File: src/rtl/dla_acl_reset_sequencer.sv
// Reset sequencer feeding the dla_acl_fanout_pipeline: async assert, synchronized release,
// programmable hold, optional four-phase soft reset (enabled by DLA_RESET_SEQ_SOFT_REQ_EN).
module dla_acl_reset_sequencer #(
    parameter int SYNC_DEPTH  = 3,
    parameter int HOLD_CYCLES = 16
) (
    input  logic clk,
    input  logic areset,
    input  logic soft_req,
    output logic sclr,
    output logic ready,
    output logic soft_ack
);

    localparam int CW = $clog2(HOLD_CYCLES + 1);
    localparam logic [CW-1:0] CNT_ZERO = CW'(0);
    localparam logic [CW-1:0] CNT_ONE  = CW'(1);
    localparam logic [CW-1:0] CNT_LAST = CW'(HOLD_CYCLES - 1);

`ifdef DLA_RESET_SEQ_SOFT_REQ_EN
    localparam logic SOFT_EN = 1'b1;
`else
    localparam logic SOFT_EN = 1'b0;
`endif

    typedef enum logic [1:0] {
        ST_ASSERT = 2'd0,
        ST_HOLD   = 2'd1,
        ST_RUN    = 2'd2
    } state_t;

    logic [SYNC_DEPTH-1:0] sync_r;
    logic                  sync_out_s;
    state_t                state_r, state_nxt_s;
    logic [CW-1:0]         cnt_r, cnt_nxt_s;
    logic                  sclr_r, sclr_nxt_s;
    logic                  ready_r, ready_nxt_s;
    logic                  ack_r, ack_nxt_s;
    logic                  soft_hold_r, soft_hold_nxt_s;

    assign sync_out_s = sync_r[SYNC_DEPTH-1];
    assign sclr       = sclr_r;
    assign ready      = ready_r;
    assign soft_ack   = ack_r;

    // Deassertion synchronizer: clears asynchronously, shifts in ones once areset drops
    always_ff @(posedge clk or posedge areset) begin
        if (areset) begin
            sync_r <= {SYNC_DEPTH{1'b0}};
        end else begin
            sync_r <= {sync_r[SYNC_DEPTH-2:0], 1'b1};
        end
    end

    // Sequencer state and registered outputs
    always_ff @(posedge clk or posedge areset) begin
        if (areset) begin
            state_r     <= ST_ASSERT;
            cnt_r       <= CNT_ZERO;
            sclr_r      <= 1'b1;
            ready_r     <= 1'b0;
            ack_r       <= 1'b0;
            soft_hold_r <= 1'b0;
        end else begin
            state_r     <= state_nxt_s;
            cnt_r       <= cnt_nxt_s;
            sclr_r      <= sclr_nxt_s;
            ready_r     <= ready_nxt_s;
            ack_r       <= ack_nxt_s;
            soft_hold_r <= soft_hold_nxt_s;
        end
    end

    // Next-state and next-output decode
    always_comb begin
        state_nxt_s     = state_r;
        cnt_nxt_s       = cnt_r;
        sclr_nxt_s      = sclr_r;
        ready_nxt_s     = ready_r;
        ack_nxt_s       = ack_r;
        soft_hold_nxt_s = soft_hold_r;
        case (state_r)
            ST_ASSERT: begin
                sclr_nxt_s  = 1'b1;
                ready_nxt_s = 1'b0;
                ack_nxt_s   = 1'b0;
                if (sync_out_s) begin
                    state_nxt_s     = ST_HOLD;
                    cnt_nxt_s       = CNT_ZERO;
                    soft_hold_nxt_s = 1'b0;
                end else begin
                    state_nxt_s = ST_ASSERT;
                end
            end
            ST_HOLD: begin
                if (cnt_r == CNT_LAST) begin
                    state_nxt_s = ST_RUN;
                    sclr_nxt_s  = 1'b0;
                    ready_nxt_s = 1'b1;
                    ack_nxt_s   = soft_hold_r;
                end else begin
                    cnt_nxt_s = cnt_r + CNT_ONE;
                end
            end
            ST_RUN: begin
                // While acknowledged, only the release of soft_req matters
                if (ack_r) begin
                    if (!soft_req) begin
                        ack_nxt_s = 1'b0;
                    end else begin
                        ack_nxt_s = 1'b1;
                    end
                end else if (soft_req && SOFT_EN) begin
                    state_nxt_s     = ST_HOLD;
                    cnt_nxt_s       = CNT_ZERO;
                    sclr_nxt_s      = 1'b1;
                    ready_nxt_s     = 1'b0;
                    soft_hold_nxt_s = 1'b1;
                end else begin
                    state_nxt_s = ST_RUN;
                end
            end
            default: begin
                state_nxt_s     = ST_ASSERT;
                cnt_nxt_s       = CNT_ZERO;
                sclr_nxt_s      = 1'b1;
                ready_nxt_s     = 1'b0;
                ack_nxt_s       = 1'b0;
                soft_hold_nxt_s = 1'b0;
            end
        endcase
    end

endmodule
File: config.mk
export PLATFORM = sky130hd
export DESIGN_NAME = dla_acl_reset_sequencer
export DESIGN_NICKNAME = d
export VERILOG_FILES = /design/src/rtl/dla_acl_reset_sequencer.sv
export SDC_FILE = /design/constraint.sdc
export NUM_CORES = 1
export LEC_CHECK = 0
export CORE_MARGIN = 2
export CORE_UTILIZATION = 45
export DETAILED_ROUTE_END_ITERATION = 6
export GPL_ROUTABILITY_DRIVEN = 0
export PLACE_DENSITY = 0.72
export REMOVE_ABC_BUFFERS = 1
export SKIP_CTS_REPAIR_TIMING = 1
export SYNTH_ARGS = -nofsm -noshare
export SYNTH_HDL_FRONTEND = slang
export SYNTH_SLANG_ARGS = --single-unit
File: constraint.sdc
create_clock -name clk -period 1.95 [get_ports clk]
set_clock_uncertainty 0.05 [all_clocks]
set_input_delay 0.4875 -clock clk [delete_from_list [all_inputs] [get_ports clk]]
set_output_delay 0.4875 -clock clk [all_outputs]
set_load 0.05 [all_outputs]
* After elaboration in Yosys (flattened, before gate mapping) *
Index checks and enable logic that the tools add are counted.

storage, ports and cells
  latch bits = 0
  bits of input ports = 3
  memories kept = 0
  output and inout bits = 3
  logic and storage cells = 40
  register bits after elaboration = 14
  bits in writable memories = 0
  bits in read-only memories = 0

cells by class
  muxes and demuxes = 17
  equal/unequal tests = 7
  order comparisons = 0
  bitwise operators = 2
  divide/modulo/power cells = 0
  add/sub/neg operators = 1
  $mul = 0
  reduce and logical (&&, ||, !) cells = 6
  shift-type cells = 0

operators with widths
  kind                                            count
  case mux 5 bit (3 select lines)                 1
  two-way mux 5 bit                               2
  != test 2 bit (second input constant)           4
  case mux 1 bit (2 select lines)                 4
  two-way mux 1 bit                               7
  case mux 2 bit (3 select lines)                 1
  AND reduction 2 bit                             3
  adder 5 x 1 -> 5 bit (second input constant)    1
  == test 5 x 4 -> 1 bit (second input constant)  1
  two-way mux 2 bit                               2
  AND reduction 3 bit                             1
  == test 2 x 1 -> 1 bit (second input constant)  1
  == test 2 bit (second input constant)           1
  zero test 2 bit                                 1
  NOT 1 bit                                       2
  OR reduction 2 bit                              1

* Depth between registers and ports, before layout *
Gate-level depths: netlist of the first run.

  depth in word-level cells = 4
  gate-level depth with buffers = 6
  mapped depth without buffers = 6

* Least setup slack after synthesis of the first run *
Ideal clock, no wire load.

  kind = register to register
  start point = register cnt_r[0]
  end point = register cnt_r[1]
  stages on the path, launching flop included = 7
  data arrival time = 1654 ps
  clock period less this slack = 1786 ps
  setup slack = 164 ps
  data required time = 1818 ps
  buffers on the path = 0
  library setup time = 82 ps
  cell sequence = dfrtp_1 > ha_1 > and3_1 > ha_1 > nand2b_2 > or3_4 > o22ai_1

between the ends
  cells in the longest elaborated chain, start to end = 3
  elaborated cells between the ends (all ways) = 6
  those cells by class = add/sub (1); eq/ne (2); mux (2); reduce/logical (1)

ends and longest elaborated chain
  item                                                                           line     RTL
  start, declared                                                                35       logic [CW-1:0] cnt_r, cnt_nxt_s;
  start signal, assigned                                                         66       cnt_r <= cnt_nxt_s;
  adder 5 x 1 -> 5 bit / == test 5 x 4 -> 1 bit (equally long branches)          102, 96
  two-way mux 5 bit / != test 2 bit (equally long branches)                      n/a
  case mux 5 bit (3 select lines) / AND reduction 3 bit (equally long branches)  n/a

Parallel ways exist; a longest one is shown, timed or not. The select of a mux whose other input is x is not followed.
A chain may end at the register's enable or synchronous reset.

* Worst setup path after layout of the first run *
  start point = register cnt_r[0]
  end point = register cnt_r[0]

Same word-level chain as after synthesis.

==> results of run 1 <==
-- per-layer routing --
metal  global-route usage [%]  part of all wire [%]
met5                        0                     0
met4                     10.5                   3.1
met3                     3.80                   3.0
met2                     26.6                    49
met1                     19.0                    45
-- stage by stage --
stage	setup slack, ps	utilization [%]
after floorplan	164	-
after global placement	42.1	53.0
after detailed placement	-13.5	53.0
after CTS	-33.5	55.0
after global routing	-16.9	56.3
final	66.7	56.3
-- worst max path at each step --
stage | start | end | slack [ps] | cells after the start
floorplan | cnt_r[0] | cnt_r[1] | 160 | 6
global placement | cnt_r[0] | cnt_r[1] | 40 | 6
detailed placement | cnt_r[0] | cnt_r[0] | -10 | 6
CTS | cnt_r[0] | cnt_r[0] | -30 | 6
global route | cnt_r[0] | cnt_r[4] | -20 | 5
finish | cnt_r[0] | cnt_r[0] | 70 | 6
-- cells by family (layout without fill, tap and decap cells) --
kind of cell    count (synthesis)  in the layout
compound gates                 10             10
fa+ha+maj                       5              5
buf+inv                        10             19
flops                          13             13
mux                             3              3
other cells                     1              1
simple gates                   14             14
-- layout by cell type (no fill, tap or decap), drive strengths merged --
cell type,netlist,routed
a211oi,3,3
ha,5,5
buf,1,4
or3,1,1
dfstp,1,1
or2,1,1
o32ai,2,2
mux2i,2,2
nand2b,2,2
conb,1,1
inv,9,9
o22a,1,1
nand4b,1,1
o22ai,3,3
clkdlybuf4s50,0,2
dfrtp,12,12
a21boi,1,1
and3,1,1
nand2,6,6
nor2b,2,2
clkbuf,0,4
mux2,1,1
-- registers in the layout (all words and copies together) (netlist names) --
name and flops:
cnt_r 5, ready 1, sclr 1, soft_ack 1
state_r 2, sync_r 3
-- worst max-delay path: cells and delay by family, from the launching register on --
| kind | cells | cell delay (ps) |
|---|---|---|
| adder cells (fa/ha/maj) | 2 | 400 |
| multiplexers | 1 | 190 |
| AND/OR/NAND/NOR | 3 | 760 |
| flip-flops | 1 | 400 |
-- cell usage after synthesis --
cell,n,share of area [%]
o22ai_1,3,3.0
mux2i_1,2,3.2
or2_1,1,1.0
o22a_1,1,1.4
nand2b_1,1,1.0
ha_1,5,10
conb_1,1,0.60
o32ai_1,2,2.8
mux2_2,1,1.8
nand2_1,6,3.6
inv_1,9,5.4
a211oi_1,3,3.6
and3_1,1,1.0
nand2b_2,1,1.4
dfrtp_1,12,48
nand4b_1,1,1.4
buf_2,1,0.81
nor2b_1,2,2.0
dfstp_2,1,4.2
a21boi_0,1,1.2
or3_4,1,1.8
-- power by group --
part / switching [mW] / internal, mW / total (mW)
combinational: 0.176 / 0.137 / 0.313
sequential: 0.0226 / 0.306 / 0.329
clock: 0.0833 / 0.0792 / 0.163
-- layout make-up --
type                       instances  area, um^2
sequential                        13         327
clock buffer                       4        26.3
inverter                           9        33.8
fill                             117         569
multi-input combinational         33         264
timing repair buffer               6        62.6
tap                               15        18.8
==> impl_results.rst, run 1 <==
.. list-table::
   :header-rows: 1

   * - Metric
     - Value
   * - Antenna violations before repair
     - 0
   * - Area Overhead vs Synth
     - 17.9%
   * - Complex-gate fraction of the synthesized area
     - between 10% and 20%
   * - Starting density of the core
     - 47.7%
   * - IO buf count
     - 5
   * - Total instance count after detailed placement
     - between 70 and 80
   * - Worst Tran Pin Value
     - 525 ps
   * - CTS Buf Count
     - 3
   * - Final total power
     - 0.804 mW
   * - Number of design-rule violations left by the first detailed-router iteration
     - 6
   * - Filler-free cell count of the finished design
     - 80
   * - Largest incremental delay on the critical path
     - about 400 ps
   * - Detailed placer's ending HPWL
     - 780 um
   * - Antenna viol nets, final
     - 0
   * - Routed vias
     - 421
   * - Flip-flop and latch count after synthesis
     - 13
   * - Total standard cell area after synthesis
     - 621 um^2
   * - Cell with the largest stage delay on the worst path
     - dfrtp_1
   * - Final count of negative-setup-slack endpoints
     - 0
   * - Hold path endpoint
     - sync_r[2]
   * - Mapped Cells
     - 56
   * - Cell with the most instances on the worst path
     - ha_2
   * - DR DRC count
     - 0
   * - Main combinational cell family by area after synthesis
     - simple AND/OR/NAND/NOR gates
   * - I/O pin count
     - 6
   * - Clock-pin transition on the worst setup and hold timing paths
     - 80 ps
   * - Average cell area after synthesis
     - 11.1 um^2
   * - Clk_lat worst skew
     - 270 ps
   * - Floorplan core area
     - 1300 um^2
   * - Post-synthesis mux area share
     - 5.04%
   * - Wire length after detailed routing
     - 1060 um
   * - Reg-to-reg critical path endpoint
     - cnt_r[0]
   * - Clk sinks
     - 13
   * - Standard-cell row count
     - 13
   * - Number of warnings reported in the yosys synthesis log
     - 0
   * - TritonCTS clock tree
     - built
   * - Final count of pins violating max slew
     - 0
   * - Critical path arrival
     - 2020 ps
   * - Cells along the critical path
     - ha_2, and3_1, ha_2, nand2b_2, or3_4, mux2i_2
   * - Maximum number of pins on one net before global-route repair
     - 14
   * - Type of element launching the critical path
     - flip-flop
   * - Final hold violation count
     - 0
   * - Portion of the post-synthesis area used by sequential elements
     - 52.6%
   * - Cell depth of the worst flop-to-flop path
     - 6
   * - Synth cell types
     - 21
   * - Pre-antenna DRT Iters
     - 2
   * - Critical Path Fanout Max
     - 5
   * - Congestion Overflow GR
     - 0
   * - Number of levels the H-tree was split into
     - 1
   * - Via-to-Cell Ratio
     - around 5.3
   * - Wire length per cell
     - 13.2 um
   * - Standby leakage power
     - about 0.34 nW
   * - Vertical extent of the die
     - around 41 um
   * - Horizontal die dimension
     - around 41 um
   * - Worst Path Class, Setup
     - flip-flop to flip-flop
   * - Vias in the first global route
     - 431
   * - Required @ worst endpoint
     - 2080 ps
   * - Power per standard cell area
     - 1100 nW/um^2
   * - Post-synthesis simple-gate area fraction
     - 13.3%
   * - Highest Clock Rate
     - around 530 MHz
   * - Global-route wire length before repair
     - 1710 um
   * - Adder and majority gate portion of the synthesized area
     - 10.1%
   * - Post-route minimum period
     - 1880 ps
   * - Clock buffer depth
     - 2
   * - Classification of the worst-slack hold path
     - flip-flop to flip-flop
   * - IR drop worst, VDD
     - 490 uV
   * - FF-to-FF Start
     - cnt_r[0]
   * - Die Area
     - 1690 um^2
   * - Min-Delay Path Depth
     - 0
   * - Summed area of non-filler cells in the final layout
     - approximately 730 um^2
   * - Cell chosen for the clock root
     - clkbuf_4
   * - Synth Area in XOR/XNOR
     - 0%
   * - Total negative slack
     - 0 ps
   * - Result of the run
     - completed
   * - Period utilization
     - between 90% and 100%
   * - Combined global-route utilization of all metal layers
     - ~16%
   * - Worst Hold Slack
     - 304 ps
   * - Slew margin rel.
     - 64.8%
   * - Post-layout nets
     - 74
   * - Type of destination of the critical path
     - flip-flop
   * - Maximum Capacitance Violations
     - 0
   * - Total placed instance area
     - 689 um^2
   * - Reg-to-reg slack, setup
     - 70 ps
   * - Ant diodes
     - 0
   * - Worst Min Path Start
     - sync_r[1]
   * - Fraction of final layout cells sized beyond drive strength 1
     - a little over a fifth
Note: power is estimated with default switching activity, not from simulation.
==> run 2, diff against run 1 <==
ABC_CLOCK_PERIOD_IN_PS = 1950   (was default)
==> results of run 2 <==
The final DEF is identical to that of run 1; final timing and power are the same.
==> run 3, diff against run 2 <==
CAP_MARGIN = 25   (was default)
CTS_CLUSTER_DIAMETER = 80   (was default)
==> results of run 3 <==
The final DEF is identical to that of run 1; final timing and power are the same.
